**config.mk**
```make
export PLATFORM = sky130hd
export DESIGN_NAME = led_shifter
export DESIGN_NICKNAME = d
export VERILOG_FILES = /design/src/rtl/led_shifter.sv
export SDC_FILE = /design/constraint.sdc
export NUM_CORES = 1
export LEC_CHECK = 0
export ABC_CLOCK_PERIOD_IN_PS = 1700
export CORE_UTILIZATION = 35
export DETAILED_ROUTE_END_ITERATION = 10
export PLACE_DENSITY = 0.54
export SKIP_LAST_GASP = 1
export SYNTH_ARGS = -nofsm -noshare
export SYNTH_HDL_FRONTEND = slang
export SYNTH_SLANG_ARGS = --single-unit
```
**constraint.sdc**
```tcl
create_clock -name clock -period 1.7 [get_ports clock]
set_input_delay 0.17 -clock clock [delete_from_list [all_inputs] [get_ports clock]]
set_output_delay 0.17 -clock clock [all_outputs]
set_load 0.02 [all_outputs]
```
**src/rtl/led_shifter.sv**
```systemverilog
// Serial output stage: pushes the parallel LED pattern MSB-first into a
// 74HC595-style shift register and pulses its storage latch on every change.
module led_shifter #(
    parameter int WIDTH = 8,
    parameter int DIV   = 4
) (
    input  logic             clock,
    input  logic             reset_b,
    input  logic [WIDTH-1:0] leds,
    output logic             ser_data,
    output logic             ser_clock,
    output logic             ser_latch,
    output logic             busy
);

    localparam int DW = (DIV > 1) ? $clog2(DIV) : 1;
    localparam int BW = (WIDTH > 1) ? $clog2(WIDTH) : 1;
    localparam logic [DW-1:0] DIV_LAST = DW'(DIV - 1);
    localparam logic [BW-1:0] BIT_LAST = BW'(WIDTH - 1);

    typedef enum logic [1:0] {
        IDLE,
        LOW,
        HIGH,
        LATCH
    } state_t;

    state_t           state, state_n;
    logic [WIDTH-1:0] shadow, shadow_n;
    logic [WIDTH-1:0] shreg, shreg_n;
    logic [BW-1:0]    bitcnt, bitcnt_n;
    logic [DW-1:0]    divcnt, divcnt_n;
    logic             pending, pending_n;
    logic             ser_data_n, ser_clock_n, ser_latch_n, busy_n;

    // NOTE: every signal gets its hold value first so no path through the
    // case statement leaves one unassigned, which would infer a latch.
    always_comb begin
        state_n   = state;
        shadow_n  = shadow;
        shreg_n   = shreg;
        bitcnt_n  = bitcnt;
        divcnt_n  = divcnt;
        pending_n = pending;

        unique case (state)
            IDLE: begin
                if (pending || (leds != shadow)) begin
                    shreg_n   = leds;
                    shadow_n  = leds;
                    pending_n = 1'b0;
                    bitcnt_n  = '0;
                    divcnt_n  = '0;
                    state_n   = LOW;
                end
            end
            LOW: begin
                if (divcnt == DIV_LAST) begin
                    divcnt_n = '0;
                    state_n  = HIGH;
                end else begin
                    divcnt_n = divcnt + 1'b1;
                end
            end
            HIGH: begin
                if (divcnt == DIV_LAST) begin
                    divcnt_n = '0;
                    if (bitcnt == BIT_LAST) begin
                        state_n = LATCH;
                    end else begin
                        bitcnt_n = bitcnt + 1'b1;
                        shreg_n  = shreg << 1;
                        state_n  = LOW;
                    end
                end else begin
                    divcnt_n = divcnt + 1'b1;
                end
            end
            LATCH: begin
                if (divcnt == DIV_LAST) begin
                    divcnt_n = '0;
                    state_n  = IDLE;
                end else begin
                    divcnt_n = divcnt + 1'b1;
                end
            end
            default: state_n = IDLE;
        endcase
    end

    // Outputs are decoded from the next state so each pin is a single flop
    // that changes on the same edge as the state it reflects.
    always_comb begin
        busy_n      = (state_n != IDLE);
        ser_clock_n = (state_n == HIGH);
        ser_latch_n = (state_n == LATCH);
        ser_data_n  = ((state_n == LOW) || (state_n == HIGH)) ? shreg_n[WIDTH-1] : 1'b0;
    end

    // NOTE: sequential state uses non-blocking assignments so every flop
    // samples the pre-edge values regardless of statement order.
    always_ff @(posedge clock or negedge reset_b) begin
        if (!reset_b) begin
            state     <= IDLE;
            shadow    <= '0;
            shreg     <= '0;
            bitcnt    <= '0;
            divcnt    <= '0;
            pending   <= 1'b1;
            ser_data  <= 1'b0;
            ser_clock <= 1'b0;
            ser_latch <= 1'b0;
            busy      <= 1'b0;
        end else begin
            state     <= state_n;
            shadow    <= shadow_n;
            shreg     <= shreg_n;
            bitcnt    <= bitcnt_n;
            divcnt    <= divcnt_n;
            pending   <= pending_n;
            ser_data  <= ser_data_n;
            ser_clock <= ser_clock_n;
            ser_latch <= ser_latch_n;
            busy      <= busy_n;
        end
    end

endmodule

```
==> impl_metrics.py <==
metrics = {
    "run_status": {
        "outcome": "finished, violations left",
        "violations": "negative setup slack",
    },
    "sta": {
        "fin_setup_tns_ns": -0.219,
        "hold_violations": 0,
        "finalCriticalPeriod_ns": 1.75,
        "finalSetupViolCount": 7,
        "fmax_mhz": 571,
        "worst_pin_slew_ns": 0.366,
        "timing.slew.headroom": 0.756,
        "finalCritPeriodShare": 1.03,
        "setup_ws_ns": -0.0520,
        "rsz0062_at_grt": "yes",
        "fin_skew_ns": 0.0116,
        "drv_slew": 0,
    },
    "yosys": {
        "yosys_warnings": 0,
        "syn_nets": 131,
        "syn-cell-area_mm2": 0.00137,
        "synth_area_leader_cell": "dfrtp_1",
        "synth_seq_cells": 28,
        "synth.top_cell.area_share": 0.493,
        "yosysSeqAreaShare": 0.512,
        "synth_area_leaders": "dfrtp_1 49%, mux2_2 6.6%, ha_1 5.5%",
        "ys_types": 29,
        "syn_area_per_cell_um2": 11.9,
        "syn_inst": 115,
    },
    "worst_hold_path": {
        "hp-class": "primary input to async pin",
    },
    "floorplan": {
        "initial_core_util": 0.369,
        "pin_count": 14,
        "die_area_mm2": 0.00417,
        "die_y_um": 64.6,
        "die_x_um": 64.6,
        "row_count": 22,
        "core_mm2": 0.00372,
    },
    "clock_tree": {
        "cts_tree": "yes",
        "htreeDepth": 1,
        "cts.sinks": 28,
        "path_clk_slew_ns": 0.10,
        "hold_buffers": 0,
        "cts_buffer_depth": 2,
        "clock_latency_ns": 0.27,
        "cts_buffers": 3,
        "root_buffer": "clkbuf_8",
    },
    "drt": {
        "ant_nets": 0,
        "viasPerCell": 4.91,
        "drtIter0Drc": 56,
        "drc": 0,
        "dr.pass1.iters": 4,
        "avgRoutedWirePerCell_um": 14.6,
        "vias": 982,
        "drt-total-wl_mm": 2.93,
    },
    "global_route": {
        "grt_overflow": 0,
        "antenna_found_initial": 0,
        "grt_max_degree": 29,
        "grt_pass1_vias": 1087,
        "grt_use_total": 0.155,
        "grt_pass1_wl_mm": 4.86,
    },
    "placement": {
        "dp.cells": 192,
        "place_area_mm2": 0.00170,
        "io_buffers": 13,
        "dp_hpwl_mm": 2.11,
        "place_congestion": 0.731,
    },
    "finish": {
        "final_area_mm2": 0.00184,
        "final_util": 0.496,
        "instances_no_fill": 200,
        "final_cell_mix": "27 x dfrtp_1, 21 x buf_4, 14 x nand2_1",
        "final_common_cell": "dfrtp_1",
        "area_growth_pct": 34.5,
        "finalNetCount": 169,
        "register_area_um2": 702,
        "nFillCells": 340,
        "multi_input_area_um2": 708,
        "final_layout_size_suffix_gt1_frac": 0.375,
        "antenna_cells": 0,
    },
    "critical_path": {
        "critPathArrivalTime_ns": 1.94,
        "worstPathMaxFanout": 3,
        "crit_required_ns": 1.89,
        "worstSetupPathType": "flip-flop to flip-flop",
        "cp-end-kind": "flip-flop",
        "start_kind": "flip-flop",
    },
    "pwr": {
        "peakVddDrop_uv": 705,
        "p_per_area_mw_per_mm2": 1610,
        "cellLeakagePower_uw": 0.000856,
        "power_uw": 2960,
    },
    "run": {
        "drv_cap": 0,
    },
}
==> cells in the mapped netlist <==
cell type	number
dfstp_2	1
mux2_2	8
a22o_1	4
and3_2	1
o31ai_1	1
buf_6	3
and4bb_2	1
nor3_2	1
a21oi_1	1
a31oi_4	1
a22o_2	3
a22oi_1	1
o21ai_0	6
a21o_1	7
a221o_1	1
nand3_1	2
and2_1	1
nor2_1	4
a31oi_1	2
nor2_4	1
dfrtp_1	27
nor4_4	1
clkbuf_1	1
ha_1	6
xor2_1	8
nand2b_1	2
inv_1	5
nand2_1	14
or2_2	1
==> per-stage QoR <==
step                      setup WS, ns  hold WS [ns]
after floorplan                -0.0262        -0.126
after global placement          -0.373         0.463
after detailed placement        -0.378         0.468
after CTS                      -0.0444         0.285
after global routing            -0.151         0.309
final                          -0.0520         0.268
==> what timing repair did <==
item / 4_1_cts / 5_1_grt
resized for setup: 6 / 8
pin swaps: 5 / 4
setup endpoints to repair: 16 / 19
cloned: 1 / 0
setup buffers: 2 / 2
==> area by class of cell <==
| cell class | count | share of cell area |
|---|---|---|
| Inverter | 5 | 0.0102 |
| Multi-Input combinational cell | 79 | 0.384 |
| Sequential cell | 28 | 0.381 |
| Clock buffer | 4 | 0.0244 |
| Tap cell | 48 | 0.0326 |
| Timing Repair Buffer | 36 | 0.168 |
==> path summary, 6_finish.rpt <==
path | startpoint | end | slack, ns | cells past startpoint
setup reg to reg | shadow[3] | busy | -0.05 | 8
hold / removal | reset_b | ser_latch | 0.27 | 2
max in group asynchronous | reset_b | pending | 1.11 | 2
hold reg to reg | shreg[2] | shreg[2] | 0.49 | 1
setup / recovery | shadow[3] | busy | -0.05 | 8
min in group clock | leds[6] | shadow[6] | 0.47 | 2
==> per-layer routing <==
metal	global-route usage	part of all wire	vias up	wire (um)
met1	0.176	0.43	491	1270
met4	0.0389	0.0072	0	21
met3	0.0264	0.027	2	80
met5	0	0	-	0
met2	0.296	0.53	16	1550
li1	-	-	473	-
==> power breakdown <==
group	total [uW]	leakage (uW)	switching [uW]	internal [uW]
sequential	1170	0.000339	198	974
clock	373	0.0000228	205	168
combinational	1410	0.000494	686	726
total	2960	0.000856	1090	1870
==> registers in the layout (all words and copies together), names as in the netlist <==
| register | cells |
|---|---|
| divcnt | 2 |
| pending | 1 |
| ser_clock | 1 |
| shadow | 8 |
| busy | 1 |
| ser_latch | 1 |
| bitcnt | 3 |
| ser_data | 1 |
| state | 2 |
| shreg | 8 |
==> logic make-up (layout without fill, tap and decap cells) <==
group	after synthesis	count (layout)	synth area share
buffers and inverters	9	45	0.0411
adders and majority gates	6	6	0.0548
AOI/OAI and AO/OA	27	28	0.154
and+or+nand+nor	29	29	0.121
xor gates and xnor gates	8	8	0.0511
muxes	8	8	0.0658
DFF	28	28	0.512
==> worst max-delay path, cell delays in order, from the launching register on <==
cell and delay (ns):
dfrtp_1 0.42, xor2_2 0.17, nor4_4 0.31, and3_4 0.23, a221o_1 0.19, buf_4 0.13, buf_6 0.09, ha_4 0.11
inv_2 0.02
(Power assumes the default switching activity.)
